<file path="src/rtl/ps2_key_decoder.sv">
// ps2_key_decoder
// Deserialises PS/2 keyboard frames and keeps a held/released level bit for
// each of the five keys the car controller cares about.
//
// Ports:
//   pclk       system clock, everything on the rising edge
//   rst_n      asynchronous active-low reset
//   ps2_clk    raw PS/2 clock (asynchronous to pclk)
//   ps2_data   raw PS/2 data  (asynchronous to pclk)
//   key        held keys: bit0 up, bit1 down, bit2 left, bit3 right, bit4 space
//   scan_code  last accepted byte
//   scan_valid one-cycle pulse when scan_code is new
//   frame_err  one-cycle pulse when a frame is discarded
//
// Optional build macro PS2_PARITY_CHECK_EN: when defined, a frame is accepted
// only if the 8 data bits plus the parity bit have odd parity. When it is not
// defined, the parity bit is consumed but not checked.
module ps2_key_decoder #(
  parameter int FILTER_LEN     = 8,
  parameter int TIMEOUT_CYCLES = 65000
) (
  input  logic       pclk,
  input  logic       rst_n,
  input  logic       ps2_clk,
  input  logic       ps2_data,
  output logic [4:0] key,
  output logic [7:0] scan_code,
  output logic       scan_valid,
  output logic       frame_err
);

  localparam int FW = $clog2(FILTER_LEN + 1);
  localparam int TW = $clog2(TIMEOUT_CYCLES + 1);

  localparam logic [1:0] IDLE   = 2'd0;
  localparam logic [1:0] DATA   = 2'd1;
  localparam logic [1:0] PARITY = 2'd2;
  localparam logic [1:0] STOP   = 2'd3;

  logic [1:0]    clk_sync;
  logic [1:0]    data_sync;
  logic          clk_filt;
  logic          clk_filt_d;
  logic [FW-1:0] filt_cnt;
  logic          strobe;
  logic          data_bit;

  logic [1:0]    state;
  logic [2:0]    bit_cnt;
  logic [7:0]    shift;
  logic [TW-1:0] tcnt;
  logic          timeout;
  logic          stop_ok;

  logic          ext;
  logic          brk;
  logic          map_hit;
  logic [2:0]    map_idx;

  // Synchronisers reset to the idle-high line level so that no edge is seen
  // on reset release.
  always_ff @(posedge pclk or negedge rst_n) begin
    if (!rst_n) begin
      clk_sync  <= 2'b11;
      data_sync <= 2'b11;
    end else begin
      clk_sync  <= {clk_sync[0], ps2_clk};
      data_sync <= {data_sync[0], ps2_data};
    end
  end

  // The filtered clock flips only after FILTER_LEN consecutive samples that
  // disagree with it; any agreeing sample restarts the count, so short
  // glitches never reach the edge detector.
  always_ff @(posedge pclk or negedge rst_n) begin
    if (!rst_n) begin
      clk_filt   <= 1'b1;
      clk_filt_d <= 1'b1;
      filt_cnt   <= '0;
    end else begin
      clk_filt_d <= clk_filt;
      if (clk_sync[1] == clk_filt) begin
        filt_cnt <= '0;
      end else if (filt_cnt == FW'(FILTER_LEN - 1)) begin
        clk_filt <= clk_sync[1];
        filt_cnt <= '0;
      end else begin
        filt_cnt <= filt_cnt + FW'(1);
      end
    end
  end

  assign strobe   = clk_filt_d & ~clk_filt;
  assign data_bit = data_sync[1];
  assign timeout  = (state != IDLE) && !strobe &&
                    (tcnt == TW'(TIMEOUT_CYCLES - 1));

`ifdef PS2_PARITY_CHECK_EN
  logic par;
  assign stop_ok = data_bit & (^{shift, par});
`else
  assign stop_ok = data_bit;
`endif

  // Frame deserialiser. The stall counter restarts on every strobe; if the
  // keyboard stops clocking mid-frame the partial byte is dropped.
  always_ff @(posedge pclk or negedge rst_n) begin
    if (!rst_n) begin
      state      <= IDLE;
      bit_cnt    <= '0;
      shift      <= '0;
      tcnt       <= '0;
      scan_code  <= '0;
      scan_valid <= 1'b0;
      frame_err  <= 1'b0;
`ifdef PS2_PARITY_CHECK_EN
      par        <= 1'b0;
`endif
    end else begin
      scan_valid <= 1'b0;
      frame_err  <= 1'b0;
      if (timeout) begin
        state     <= IDLE;
        tcnt      <= '0;
        frame_err <= 1'b1;
      end else begin
        if (strobe) begin
          tcnt <= '0;
        end else if (state != IDLE) begin
          tcnt <= tcnt + TW'(1);
        end
        if (strobe) begin
          case (state)
            IDLE: begin
              if (!data_bit) begin
                state   <= DATA;
                bit_cnt <= '0;
              end
            end
            DATA: begin
              shift   <= {data_bit, shift[7:1]};
              bit_cnt <= bit_cnt + 3'd1;
              if (bit_cnt == 3'd7) begin
                state <= PARITY;
              end
            end
            PARITY: begin
`ifdef PS2_PARITY_CHECK_EN
              par   <= data_bit;
`endif
              state <= STOP;
            end
            default: begin
              state <= IDLE;
              if (stop_ok) begin
                scan_code  <= shift;
                scan_valid <= 1'b1;
              end else begin
                frame_err <= 1'b1;
              end
            end
          endcase
        end
      end
    end
  end

  // Scan code to key-bit lookup; space is only recognised without E0.
  always_comb begin
    map_hit = 1'b0;
    map_idx = 3'd0;
    case (scan_code)
      8'h75: begin map_hit = 1'b1; map_idx = 3'd0; end
      8'h72: begin map_hit = 1'b1; map_idx = 3'd1; end
      8'h6B: begin map_hit = 1'b1; map_idx = 3'd2; end
      8'h74: begin map_hit = 1'b1; map_idx = 3'd3; end
      8'h29: begin map_hit = ~ext; map_idx = 3'd4; end
      default: begin map_hit = 1'b0; map_idx = 3'd0; end
    endcase
  end

  // Prefix tracking and key levels, updated the cycle after scan_valid.
  always_ff @(posedge pclk or negedge rst_n) begin
    if (!rst_n) begin
      key <= '0;
      ext <= 1'b0;
      brk <= 1'b0;
    end else if (scan_valid) begin
      case (scan_code)
        8'hE0: ext <= 1'b1;
        8'hF0: brk <= 1'b1;
        8'hAA, 8'hFC: begin
          key <= '0;
          ext <= 1'b0;
          brk <= 1'b0;
        end
        default: begin
          ext <= 1'b0;
          brk <= 1'b0;
          if (map_hit) begin
            key[map_idx] <= ~brk;
          end
        end
      endcase
    end
  end

endmodule

</file>
<file path="config.mk">
export PLATFORM = sky130hd
export DESIGN_NAME = ps2_key_decoder
export DESIGN_NICKNAME = d
export VERILOG_FILES = /design/src/rtl/ps2_key_decoder.sv
export SDC_FILE = /design/constraint.sdc
export NUM_CORES = 1
export LEC_CHECK = 0
export CAP_MARGIN = 25
export CORE_ASPECT_RATIO = 1.5
export CORE_MARGIN = 1
export CORE_UTILIZATION = 62
export DETAILED_ROUTE_END_ITERATION = 6
export GPL_TIMING_DRIVEN = 0
export PLACE_DENSITY = 0.8
export SLEW_MARGIN = 10
export SYNTH_ARGS = -nofsm -noshare
export SYNTH_HDL_FRONTEND = slang
export SYNTH_SLANG_ARGS = --single-unit
</file>
<file path="constraint.sdc">
create_clock -name pclk -period 3.35 [get_ports pclk]
set_input_delay 0.67 -clock pclk [delete_from_list [all_inputs] [get_ports pclk]]
set_output_delay 0.67 -clock pclk [all_outputs]
set_load 0.005 [all_outputs]
</file>
==> results.py <==
metrics = {
    "outcome": {
        "run_status": "finished clean",
    },
    "timing": {
        "final-max-slew-violation-count": 0,
        "fin_crit_sh": 0.625,
        "clock_skew_ps": 15.4,
        "setup_viol": 0,
        "slew_headroom": 0.544,
        "worstMarginPinSlew_ps": 676,
        "rsz0062_at_grt": "false",
        "hold_viol": 0,
        "fin_crit_ps": 2090,
        "max_clock_freq_ghz": 0.478,
    },
    "power_and_ir_drop": {
        "power.leakage_uw": 0.00129,
        "pwr-share-seq": 0.503,
        "clockPowerShare": 0.220,
        "internal_power_uw": 1080,
        "power_frac_comb": 0.277,
        "power_density_nw_per_um2": 545,
        "ir_worst_vdd_v": 0.000433,
        "power.switching_uw": 568,
        "switching_share": 0.345,
    },
    "finish": {
        "antenna_cells": 0,
        "fin_nets": 282,
        "final_cell_mix": "dfrtp_1, nand2_1, mux2_2, clkdlybuf4s50_1, nor2_1",
        "area_delta_synth_final_pct": 12.7,
        "drive_above_1_share": 0.144,
        "instances_no_fill": 316,
        "stdcell_area_um2": 3020,
        "final_common_cell": "dfrtp_1",
    },
    "clocking": {
        "cts_buffers": 5,
        "clk_pin_slew_worst_paths_ps": 100,
        "cts_tree": "built",
        "clkSinkCount": 56,
        "ctsHoldBuffers": 0,
        "clk_latency_ps": 310,
        "clock-root-buffer": "clkbuf_8",
        "cts_resized": 0,
        "post_cts_buffers": 0,
        "cts_max_level": 2,
        "clockBufferDepth": 2,
    },
    "grt": {
        "grt_pass1_wl_um": 8580,
        "grt_overflow": 0,
        "antenna_found_initial": 0,
        "grt_pass1_vias": 1854,
        "grt_max_degree": 39,
        "grtUsageTotal": 0.243,
    },
    "critical_path": {
        "reg2reg_slack_ps": 1260,
        "cp-end-kind": "flop",
        "critPathMaxFanout": 10,
        "r2r_start": "tcnt[6]",
        "reg2reg_to": "tcnt[8]",
        "r2r_cells": 5,
        "critical_path_class": "flop to flop",
        "cp.required_ps": 3540,
        "startpoint": "tcnt[6]",
        "worstPathArrival_ps": 2290,
        "cp-start-kind": "flop",
    },
    "place": {
        "finalWeightedCongestion": 0.903,
        "dp_hpwl_um": 3710,
        "io_buffers": 18,
        "place_area_um2": 2930,
        "dp_cells": 308,
    },
    "floorplan": {
        "die_height_um": 82.5,
        "dieArea_um2": 4590,
        "core_area_um2": 4030,
        "initial_core_util": 0.665,
        "placementRows": 28,
        "die_w_um": 55.7,
        "top_level_ports": 19,
    },
    "run": {
        "drv_cap": 0,
    },
    "logic_synthesis": {
        "synth_cell_type_count": 49,
        "syn_nets": 256,
        "synth-edff-count": 0,
        "syn_area_um2": 2680,
        "synthCells": 244,
        "yosysWarnings": 0,
        "avgSynthCellArea_um2": 11.0,
        "async_flop_share": 1.00,
        "synth-seq-area-share": 0.526,
        "synthFlopType": "dfrtp_1",
        "synth-seq-cells": 56,
    },
    "routing": {
        "first_pass_iters": 4,
        "antenna_left": 0,
        "avgRoutedWirePerCell_um": 15.9,
        "wirelength_um": 5030,
        "viasPerCell": 6.24,
        "drc": 0,
        "dr.first_iter.drc_count": 68,
        "vias": 1972,
    },
    "hold_path": {
        "hold_class": "input pin to asynchronous set/reset pin",
    },
}
==> through the flow <==
step | hold slack (ps) | setup WS (ps) | util | power [uW] | TNS [ps]
final | 290 | 1260 | 0.749 | 1640 | 0
after global routing | 313 | 1130 | 0.749 | 1750 | 0
after CTS | 296 | 1270 | 0.749 | 1660 | 0
after detailed placement | 347 | 1340 | 0.727 | 1290 | 0
after global placement | 345 | -48.5 | 0.724 | 1270 | -2350
after floorplan | 345 | 1520 | - | 1160 | 0
==> area by class of cell <==
type	count	area [um2]
plain buffers	5	21.3
clock inverters	2	16.3
clock buffers	6	72.6
inverters	7	26.3
multi-input cells	176	1220
flip-flops and latches	56	1410
repair buffers	19	195
fillers	298	1010
well taps	45	56.3
==> how the worst max path moves through the flow <==
stage | to | slack [ps] | cells past startpoint
after floorplan | key[0] | 1520 | 4
after detailed placement | key[0] | 1340 | 4
after global routing | tcnt[14] | 1130 | 7
after global placement | tcnt[9] | -50 | 1
final | tcnt[8] | 1260 | 5
after CTS | scan_code[4] | 1270 | 1
==> cells in the mapped netlist, drive strengths merged (2+ instances only) <==
cell type / instances / area [um2]
o21ai: 17 / 85.1
or4b: 2 / 23.8
a31oi: 10 / 62.6
nand3b: 3 / 22.5
or3: 3 / 18.8
clkbuf: 4 / 16.3
nand4b: 3 / 26.3
nand4: 5 / 31.3
dfrtp: 50 / 1250
a211oi: 2 / 27.5
mux2: 17 / 191
xnor2: 2 / 17.5
nor2b: 4 / 25.0
o41ai: 2 / 25.0
nor4: 5 / 43.8
nand2b: 4 / 25.0
a32o: 3 / 30.0
nand2: 20 / 75.1
nor3: 7 / 35.0
dfstp: 6 / 158
mux2i: 2 / 20.0
nor2: 16 / 60.1
nand3: 6 / 30.0
ha: 8 / 100
a21oi: 15 / 75.1
a22o: 5 / 43.8
inv: 7 / 26.3
==> registers in the layout, summed over array words and instances (netlist names) <==
signal	count
brk	1
data_sync	2
key	5
tcnt	16
scan_valid	1
clk_sync	2
filt_cnt	4
frame_err	1
scan_code	8
clk_filt_d	1
clk_filt	1
shift	8
state	2
ext	1
bit_cnt	3
==> logic make-up (layout without fill, tap and decap cells) <==
logic type,count (synthesis),in the layout,share of synthesized area
AO/OA/AOI/OAI,59,59,0.147
multiplexers,19,19,0.0789
flip-flops,56,56,0.526
XOR/XNOR,2,2,0.00654
adder cells (fa/ha/maj),8,8,0.0374
buffers and inverters,12,39,0.0177
AND/OR/NAND/NOR,88,88,0.187
==> critical path, cell delays in order (launching register included) <==
cell,delay [ps]
dfrtp_1,430
nand4_1,240
nor4_2,610
nor2_1,140
clkbuf_1,270
a22o_1,270
==> per-layer routing <==
| metal | GRT usage | wire length, um |
|---|---|---|
| met5 | 0 | 0 |
| met4 | 0.118 | 135 |
| met3 | 0.0343 | 109 |
| met2 | 0.461 | 2710 |
| met1 | 0.267 | 2070 |
==> power by group through the flow <==
stage	clock network, uW	logic, uW	registers (uW)
3_5_place_dp	0	453	839
5_1_grt	396	513	841
3_3_place_gp	0	433	836
4_1_cts	379	455	828
2_1_floorplan	0	339	819
6_report	361	455	828
(Power assumes the default switching activity.)
